## src/rtl/sram_word_bridge_if.sv

```systemverilog
// ----------------------------------------------------------------------------
// sram_word_bridge_if
//
// Purpose:
//   PicoRV32 native memory bus as seen by one memory-mapped slave, after the
//   SoC address decoder has already selected the block.
//
// Signals:
//   mem_valid  request, held by the master until mem_ready
//   mem_ready  one-cycle completion pulse from the slave
//   mem_addr   32-bit byte address (bits [1:0] unused by word slaves)
//   mem_wdata  write data, byte lane k = bits [8k+7:8k]
//   mem_wstrb  byte enables, 4'b0000 means read
//   mem_rdata  read data, valid while mem_ready is high
//
// Modports:
//   master  CPU / decoder side
//   slave   memory block side
// ----------------------------------------------------------------------------
interface sram_word_bridge_if;
    logic        mem_valid;
    logic        mem_ready;
    logic [31:0] mem_addr;
    logic [31:0] mem_wdata;
    logic [3:0]  mem_wstrb;
    logic [31:0] mem_rdata;

    modport master (
        output mem_valid,
        output mem_addr,
        output mem_wdata,
        output mem_wstrb,
        input  mem_ready,
        input  mem_rdata
    );

    modport slave (
        input  mem_valid,
        input  mem_addr,
        input  mem_wdata,
        input  mem_wstrb,
        output mem_ready,
        output mem_rdata
    );
endinterface

```

## src/rtl/sram_word_bridge.sv

```systemverilog
// ----------------------------------------------------------------------------
// sram_word_bridge
//
// Purpose:
//   Bridges the 32-bit PicoRV32 native memory bus onto an 8K x 8 single-port
//   BSRAM macro. Every word access is broken into byte-lane SRAM cycles:
//   writes touch only the strobed lanes in ascending order, reads fetch all
//   four lanes with overlapped issue/capture and assemble the word.
//
// Parameters:
//   ADDR_WIDTH  SRAM byte-address width (word index = mem_addr[ADDR_WIDTH-1:2])
//
// Ports:
//   clk         system clock
//   resetn      asynchronous active-low reset
//   mem         sram_word_bridge_if.slave (mem_valid/ready/addr/wdata/wstrb/rdata)
//   sram_ce     SRAM clock enable
//   sram_oce    SRAM output clock enable, tied 1
//   sram_reset  SRAM output reset, tied 0
//   sram_wre    SRAM write enable
//   sram_ad     SRAM byte address
//   sram_din    SRAM write data
//   sram_dout   SRAM read data, valid the cycle after a read issue
//
// Build option:
//   SRAM_WORD_BRIDGE_FAST_READ_EN  when defined, the lane-3 capture cycle is
//   itself the ready cycle: mem_rdata[31:24] comes straight from sram_dout in
//   that cycle and reads finish one cycle earlier (no DONE state for reads).
// ----------------------------------------------------------------------------
module sram_word_bridge #(
    parameter int ADDR_WIDTH = 13
) (
    input  logic                  clk,
    input  logic                  resetn,
    sram_word_bridge_if.slave     mem,
    output logic                  sram_ce,
    output logic                  sram_oce,
    output logic                  sram_reset,
    output logic                  sram_wre,
    output logic [ADDR_WIDTH-1:0] sram_ad,
    output logic [7:0]            sram_din,
    input  logic [7:0]            sram_dout
);

    typedef enum logic [1:0] {
        IDLE  = 2'd0,
        WRITE = 2'd1,
        READ  = 2'd2,
        DONE  = 2'd3
    } state_t;

    state_t                state_q, state_d;
    logic [ADDR_WIDTH-3:0] word_q, word_d;
    logic [31:0]           wdata_q, wdata_d;
    logic [3:0]            pend_q, pend_d;
    logic [2:0]            lane_q, lane_d;
    logic [31:0]           rdata_q, rdata_d;
    logic                  ready_q, ready_d;
    logic                  ce_q, ce_d;
    logic                  wre_q, wre_d;
    logic [ADDR_WIDTH-1:0] ad_q, ad_d;
    logic [7:0]            din_q, din_d;

    logic [1:0]            wr_lane;
    logic [1:0]            iss_lane;
    logic [1:0]            cap_lane;

    // Address bits outside the SRAM window and the byte offset are not used.
    logic unused_addr_bits;
    assign unused_addr_bits = ^{mem.mem_addr[31:ADDR_WIDTH], mem.mem_addr[1:0]};

    // Lowest strobed lane still waiting to be written.
    always_comb begin
        wr_lane = 2'd3;
        if (pend_q[0])      wr_lane = 2'd0;
        else if (pend_q[1]) wr_lane = 2'd1;
        else if (pend_q[2]) wr_lane = 2'd2;
    end

    // Lane 0 is issued straight from IDLE, so lane_q counts READ cycles and
    // the next lane to issue is lane_q+1. The byte on sram_dout belongs to
    // the lane issued two register updates earlier, hence lane_q-1 (lane_q=4
    // wraps to lane 3).
    assign iss_lane = lane_q[1:0] + 2'd1;
    assign cap_lane = lane_q[1:0] - 2'd1;

    always_comb begin
        state_d = state_q;
        word_d  = word_q;
        wdata_d = wdata_q;
        pend_d  = pend_q;
        lane_d  = lane_q;
        rdata_d = rdata_q;
        ready_d = 1'b0;
        ce_d    = 1'b0;
        wre_d   = 1'b0;
        ad_d    = ad_q;
        din_d   = din_q;

        case (state_q)
            IDLE: begin
                lane_d = 3'd0;
                if (mem.mem_valid) begin
                    word_d  = mem.mem_addr[ADDR_WIDTH-1:2];
                    wdata_d = mem.mem_wdata;
                    pend_d  = mem.mem_wstrb;
                    if (mem.mem_wstrb != 4'b0000) begin
                        state_d = WRITE;
                    end else begin
                        // Issuing lane 0 here is what makes the 4-lane read
                        // fit in six cycles.
                        state_d = READ;
                        ce_d    = 1'b1;
                        ad_d    = {mem.mem_addr[ADDR_WIDTH-1:2], 2'd0};
                    end
                end
            end

            WRITE: begin
                if (pend_q != 4'b0000) begin
                    ce_d   = 1'b1;
                    wre_d  = 1'b1;
                    ad_d   = {word_q, wr_lane};
                    din_d  = wdata_q[{wr_lane, 3'b000} +: 8];
                    pend_d = pend_q & ~(4'b0001 << wr_lane);
                end else begin
                    ready_d = 1'b1;
                    state_d = DONE;
                end
            end

            READ: begin
                lane_d = lane_q + 3'd1;
                if (lane_q < 3'd3) begin
                    ce_d = 1'b1;
                    ad_d = {word_q, iss_lane};
                end
                if (lane_q != 3'd0) begin
                    rdata_d[{cap_lane, 3'b000} +: 8] = sram_dout;
                end
`ifdef SRAM_WORD_BRIDGE_FAST_READ_EN
                if (lane_q == 3'd3) begin
                    ready_d = 1'b1;
                end
                if (lane_q == 3'd4) begin
                    state_d = IDLE;
                end
`else
                if (lane_q == 3'd4) begin
                    ready_d = 1'b1;
                    state_d = DONE;
                end
`endif
            end

            DONE: begin
                state_d = IDLE;
            end

            default: begin
                state_d = IDLE;
            end
        endcase
    end

    always_ff @(posedge clk or negedge resetn) begin
        if (!resetn) begin
            state_q <= IDLE;
            word_q  <= '0;
            wdata_q <= '0;
            pend_q  <= '0;
            lane_q  <= '0;
            rdata_q <= '0;
            ready_q <= 1'b0;
            ce_q    <= 1'b0;
            wre_q   <= 1'b0;
            ad_q    <= '0;
            din_q   <= '0;
        end else begin
            state_q <= state_d;
            word_q  <= word_d;
            wdata_q <= wdata_d;
            pend_q  <= pend_d;
            lane_q  <= lane_d;
            rdata_q <= rdata_d;
            ready_q <= ready_d;
            ce_q    <= ce_d;
            wre_q   <= wre_d;
            ad_q    <= ad_d;
            din_q   <= din_d;
        end
    end

    assign mem.mem_ready = ready_q;
`ifdef SRAM_WORD_BRIDGE_FAST_READ_EN
    // Top byte is taken from the SRAM in the ready cycle itself.
    assign mem.mem_rdata = {((state_q == READ) && (lane_q == 3'd4)) ? sram_dout : rdata_q[31:24],
                            rdata_q[23:0]};
`else
    assign mem.mem_rdata = rdata_q;
`endif

    assign sram_ce    = ce_q;
    assign sram_wre   = wre_q;
    assign sram_ad    = ad_q;
    assign sram_din   = din_q;
    assign sram_oce   = 1'b1;
    assign sram_reset = 1'b0;

endmodule

```

## src/flat_wrapper.sv

```systemverilog
// flat-port wrapper written by rule: the top's interface ports become plain ports
module sram_word_bridge_flat 
#(
    parameter int ADDR_WIDTH = 13
)
  (clk, resetn, sram_ce, sram_oce, sram_reset, sram_wre, sram_ad, sram_din, sram_dout, mem_mem_valid, mem_mem_addr, mem_mem_wdata, mem_mem_wstrb, mem_mem_ready, mem_mem_rdata);
  sram_word_bridge_if mem_i ();
  input  logic clk;
  input  logic resetn;
  output logic sram_ce;
  output logic sram_oce;
  output logic sram_reset;
  output logic sram_wre;
  output logic [ADDR_WIDTH-1:0] sram_ad;
  output logic [7:0] sram_din;
  input  logic [7:0] sram_dout;
  input wire logic [$bits(mem_i.mem_valid)-1:0] mem_mem_valid;
  input wire logic [$bits(mem_i.mem_addr)-1:0] mem_mem_addr;
  input wire logic [$bits(mem_i.mem_wdata)-1:0] mem_mem_wdata;
  input wire logic [$bits(mem_i.mem_wstrb)-1:0] mem_mem_wstrb;
  output wire logic [$bits(mem_i.mem_ready)-1:0] mem_mem_ready;
  output wire logic [$bits(mem_i.mem_rdata)-1:0] mem_mem_rdata;
  assign mem_i.mem_valid = mem_mem_valid;
  assign mem_i.mem_addr = mem_mem_addr;
  assign mem_i.mem_wdata = mem_mem_wdata;
  assign mem_i.mem_wstrb = mem_mem_wstrb;
  assign mem_mem_ready = mem_i.mem_ready;
  assign mem_mem_rdata = mem_i.mem_rdata;
  sram_word_bridge #(.ADDR_WIDTH(ADDR_WIDTH)) u_core (.clk(clk), .resetn(resetn), .mem(mem_i), .sram_ce(sram_ce), .sram_oce(sram_oce), .sram_reset(sram_reset), .sram_wre(sram_wre), .sram_ad(sram_ad), .sram_din(sram_din), .sram_dout(sram_dout));
endmodule
```

## config.mk

```make
export PLATFORM = sky130hd
export DESIGN_NAME = sram_word_bridge_flat
export DESIGN_NICKNAME = d
export VERILOG_FILES = /design/src/rtl/sram_word_bridge_if.sv /design/src/rtl/sram_word_bridge.sv /design/src/flat_wrapper.sv
export SDC_FILE = /design/constraint.sdc
export NUM_CORES = 1
export LEC_CHECK = 0
export ABC_AREA = 1
export BUFFER_PORTS_ARGS = -buffer_cell sky130_fd_sc_hd__buf_2
export CORE_MARGIN = 8
export CORE_UTILIZATION = 47
export DETAILED_ROUTE_END_ITERATION = 16
export GPL_TIMING_DRIVEN = 0
export PLACE_DENSITY = 0.84
export SKIP_CTS_REPAIR_TIMING = 1
export SLEW_MARGIN = 20
export SYNTH_ARGS = -nofsm -noshare
export SYNTH_HDL_FRONTEND = slang
export SYNTH_SLANG_ARGS = --single-unit
```

## constraint.sdc

```tcl
create_clock -name clk -period 4.69 [get_ports clk]
set_clock_uncertainty 0.15 [all_clocks]
set_input_delay 1.407 -clock clk [delete_from_list [all_inputs] [get_ports clk]]
set_output_delay 1.407 -clock clk [all_outputs]
set_load 0.02 [all_outputs]
```

---- Word level (Yosys, flattened, before mapping) ----
Cells that the tools add are included.
word-level totals
  bits in registers ....................... 108
  input bits .............................. 79
  output and inout port bits .............. 58
  word-level logic and storage cells ...... 72
operators by class
  $add $sub $neg .......................... 4
  magnitude comparators ................... 1
  equality and inequality tests ........... 10
  shift operators ......................... 4
  multiplexer cells ....................... 27
  bitwise operators ....................... 2
  reductions and logical operators ........ 13
operators by type and width
  operator                count
  $mux 13                 4
  $pmux 13 s3             1
  $bwmux 32               1
  $shift 8x7->32 const A  1
  $shiftx 32x6->8         1
  $shiftx 8x7->32         1
  $mux 2                  6
  $mux 1                  8
  $mux 4                  2
  $pmux 2 s4              1
  $pmux 4 s2              1
  $reduce_bool 4->1       2
  $neg 5->7               1
  $ne 2x1->1 const B      3
  $ne 2x2->1 const B      3
  $pmux 3 s2              1
  $reduce_and 2->1        3
  $reduce_and 3->1        2
  $reduce_bool 3->1       2
  $reduce_and 5->1        1
  $and 4x4->4             1
  $eq 2x2->1 const B      2
  $not 4->4               1
  $reduce_bool 2->1       2
  other kinds (10)        10

---- Depth between registers and ports, before layout ----
  depth in word-level cells ............... 8
  depth in mapped cells ................... 9
  mapped depth without buffers ............ 8

---- Worst setup path after synthesis ----
No wires, ideal clock.
  path kind ............................... in2reg
  start point ............................. input port mem_mem_wstrb[1]
  end point ............................... register u_core.ad_q[0], in the netlist u_core.sram_ad[0]
  setup time .............................. 0.123 ns
  data arrival time ....................... 2.083 ns
  required time ........................... 4.417 ns
  slack ................................... 2.334 ns
  cell stages on the path ................. 7
  buffers on the path ..................... 1
  cell sequence ........................... nor2_1 nand2_1 nand2_1 nand2_1 clkbuf_1 o21ai_0 nand2_1
on the way
  cells in the longest elaborated chain, start to end .. 3
ends and longest elaborated chain
  item                        line                     RTL
  start, declared             flat_wrapper.sv:20       input wire logic [$bits(mem_i.mem_wstrb)-1:0] mem_mem_wstrb;
  $reduce_bool 4->1           sram_word_bridge.sv:107  if (mem.mem_wstrb != 4'b0000) begin
  $ne 2x2->1 (no line)        -
  $reduce_and 5->1 (no line)  -
  end signal, assigned        sram_word_bridge.sv:177  ad_q <= '0;
  end signal, assigned        sram_word_bridge.sv:189  ad_q <= ad_d;
  end, declared               sram_word_bridge.sv:61   logic [ADDR_WIDTH-1:0] ad_q, ad_d;
No other way between the ends.
A chain may end at the register's enable or synchronous reset.

---- Worst setup path in the final report ----
  start point ............................. register u_core.din_q[1], in the netlist u_core.sram_din[1]
  end point ............................... output port sram_din[1]
RTL lines
  item                    line                     RTL
  start, declared         sram_word_bridge.sv:62   logic [7:0] din_q, din_d;
  start signal, assigned  sram_word_bridge.sv:190  din_q <= din_d;
  end, declared           flat_wrapper.sv:15       output logic [7:0] sram_din;
No word-level cell between the ends.

==> metrics.md <==
| Metric | Value |
|---|---|
| Run status | finished clean |
| Setup crit end kind | output port |
| Vias/cell | 5.13 |
| Reg2reg path depth | 6 |
| DR iter-0 viols | 377 |
| Later-pin clock latency in the skew report | 0.38 ns |
| Dpl hpwl | between 9000 and 10,000 um |
| Core area | 10,700 um^2 |
| Vias in the first global route | around 4,200 |
| Least-Margin Pin Slew | roughly 0.57 ns |
| Die boundary height | 120 um |
| RSZ-0062 raised after global routing | false |
| Antenna fix cells | 0 |
| R2R Setup Slk | 2.57 ns |
| Post-synth EDFFs | 0 |
| WP data required | 3.13 ns |
| Setup WS post-layout | 2.16 ns |
| CP arrival | 0.97 ns |
| DR WL/cell | 15.1 um |
| Pwr/cell area | 688 nW/um^2 |
| CTS H-tree lvls | 3 |
| Antenna Nets Post-Route | 0 |
| Final Hold Fails | 0 |
| Layout cells sized above 1 | 0.307 |
| Critical path peak fanout | 2 |
| Die Wd | 120 um |
| Setup TNS | 0 ns |
| Worst min-delay path category | flip-flop to flip-flop |
| Clock Sinks | 108 |
| Boundary pin count | approximately 140 |
| Placed Cells | 802 |
| Startpoint Class | flip-flop |
| Total vias in the final route | 4,196 |
| Pre-CTS setup slack | about 1.9 ns |
| Clock buffer count from CTS | 9 |
| FP Rows | 38 |
| Fin crit period | 2.53 ns |
| # port buffers | 113 |
| Crit path cell chain | buf_2 |
| Seq/Total Area, Yosys | 0.528 |
| Maximum clock insertion buffer count | 2 |
| Global-route wire length before repair | 20,400 um |
| CTS tree | built |
| Yosys cell types | 29 |
| Synth Cell Area | 5110 um^2 |
| Family with the most delay on the worst path | flip-flops |
| Reg-to-Reg Start | u_core.lane_q[0]$_DFFE_PN0P_ |
| Reg clk slew, reported paths | 0.10 ns |
| Initial core utilization | 0.476 |
| Hold Startpoint | u_core.mem.mem_rdata[24]$_DFFE_PN0P_ |
| Congestion Overflow GR | 0 |
| Most common cell after layout, fill and taps aside | nand2_1 |
| Hold EP | u_core.mem.mem_rdata[24]$_DFFE_PN0P_ |
| Slew Limit Fails | 0 |
| Ys flop type | dfrtp_1 |
| Drt pass-1 iters | 5 |
| Critical-path top delay cell | dfrtp_1 |
| Final setup violation count | 0 |
| Leading cell types in the layout, fill and taps excluded | 139 x nand2_1, 116 x buf_2, 108 x dfrtp_1 |
| Yosys warnings | 0 |
| Crit share post-route | 0.539 |
| CP max stage delay | about 0.42 ns |
| CP Buf/Inv Count | 1 |
| Setup CP Type | flip-flop to output port |
| Worst reg2reg endpoint | u_core.mem.mem_rdata[6]$_DFFE_PN0P_ |
| Largest net degree at the start of global routing | 60 |
| Syn_nets | 637 |
| Avg Cell Area, Syn | 9.33 um^2 |
| Root Driver | clkbuf_8 |
| Die ar. | 14,500 um^2 |
| Maximum vdd drop | 0.000272 V |
| Leakage | 3.08 nW |
| Final cell count without fillers | 818 |
| Final Wtd Congestion | about 0.85 |
| WL final | 12,300 um |
| Area Overhead vs Synth | 18.9% |
| Number of nets in the layout | 762 |
| Achievable Freq | 395 MHz |
| Post-synthesis async set-or-reset flop share | 1.00 |
| Synthesis-stage register bit count | 108 |
| Cell depth of the worst hold path | 2 |
| Syn Inst Count | 548 |
| GRT Util Overall | 0.173 |
| Drt drc | 0 |
| Slew HR | 0.616 |
| Max_cap viols | 0 |
| Antenna violations before repair | 0 |
## through the flow
| stage | hold WS, ns | area [um^2] | total power [mW] | util |
|---|---|---|---|---|
| after floorplan | 0.304 | 5110 | 3.02 | - |
| after global placement | 0.311 | 5860 | 3.53 | 0.545 |
| after detailed placement | 0.313 | 5890 | 3.63 | 0.548 |
| after CTS | 0.340 | 6080 | 4.20 | 0.566 |
| after global routing | 0.358 | 6080 | 4.50 | 0.566 |
| final | 0.336 | 6080 | 4.18 | 0.566 |
## cell families after synthesis
logic type,synth area share
AND/OR/NAND/NOR,0.193
XOR/XNOR,0.00171
AO/OA/AOI/OAI,0.107
adder cells (fa/ha/maj),0.0245
other,0.00147
multiplexers,0.0829
buffers and inverters,0.0614
flip-flops,0.528
## worst reg2reg max path, stage by stage, from the launching register on
cell	delay (ns)
dfrtp_1	0.52
inv_1	0.17
ha_1	0.39
inv_1	0.07
nor2_1	0.41
nand2_1	0.10
o21ai_0	0.22
## routing by layer
layer  wire length, um  track usage
met5                 0            0
met1              5010        0.211
met3              1040       0.0569
met2              6010        0.282
met4               274       0.0648
## cells in the mapped netlist (2+ instances only)
cell type / n / share of area
buf_2: 4 / 0.0039
nor2_1: 51 / 0.037
inv_2: 5 / 0.0037
nor2_2: 2 / 0.0024
inv_1: 32 / 0.023
mux2_2: 15 / 0.033
o21ai_2: 16 / 0.027
nand2_2: 4 / 0.0049
buf_4: 6 / 0.0088
mux2_4: 17 / 0.050
ha_1: 10 / 0.024
dfrtp_1: 108 / 0.53
a21oi_1: 13 / 0.013
conb_1: 2 / 0.0015
o21ai_0: 59 / 0.058
nand2_1: 139 / 0.10
clkinv_1: 2 / 0.0015
clkbuf_1: 5 / 0.0037
nand3_1: 41 / 0.040
buf_6: 7 / 0.015
o21ai_1: 2 / 0.0020
## flip-flops by register name (all words and copies together) (netlist names)
register	flops
u_core.lane_q	3
u_core.mem.mem_rdata	32
u_core.mem.mem_ready	1
u_core.pend_q	4
u_core.sram_ad	13
u_core.sram_ce	1
u_core.sram_din	8
u_core.sram_wre	1
u_core.state_q	2
u_core.wdata_q	32
u_core.word_q	11
## layout make-up
cell class,instances,area [um^2]
sequential,108,2700
clock buffer,11,131
multi-input combinational,378,2100
fill,970,4660
clock inverter,5,62.6
inverter,39,146
timing repair buffer,114,599
tap,140,175
buffer,23,168
## where the power goes
part	internal (mW)	leakage [nW]	total [mW]	switching, mW
combinational	0.774	1.76	2.03	1.25
clock	0.249	0.0897	0.566	0.317
sequential	1.35	1.22	1.59	0.245
total	2.37	3.08	4.18	1.81
## how the worst max path moves through the flow
stage / startpoint / endpoint / slack, ns / cells past startpoint
final: u_core.sram_din[1]$_DFFE_PN0P_ / sram_din[1] / 2.16 / 1
after global routing: u_core.sram_din[1]$_DFFE_PN0P_ / sram_din[1] / 2.13 / 1
after CTS: u_core.sram_din[1]$_DFFE_PN0P_ / sram_din[1] / 2.16 / 1
after detailed placement: mem_mem_wstrb[1] / u_core.sram_ad[3]$_DFFE_PN0P_ / 1.94 / 8
after global placement: resetn / u_core.wdata_q[5]$_DFFE_PN0P_ / 0.92 / 1
after floorplan: mem_mem_wstrb[1] / u_core.sram_ad[0]$_DFFE_PN0P_ / 2.33 / 7
(Power assumes the default switching activity.)
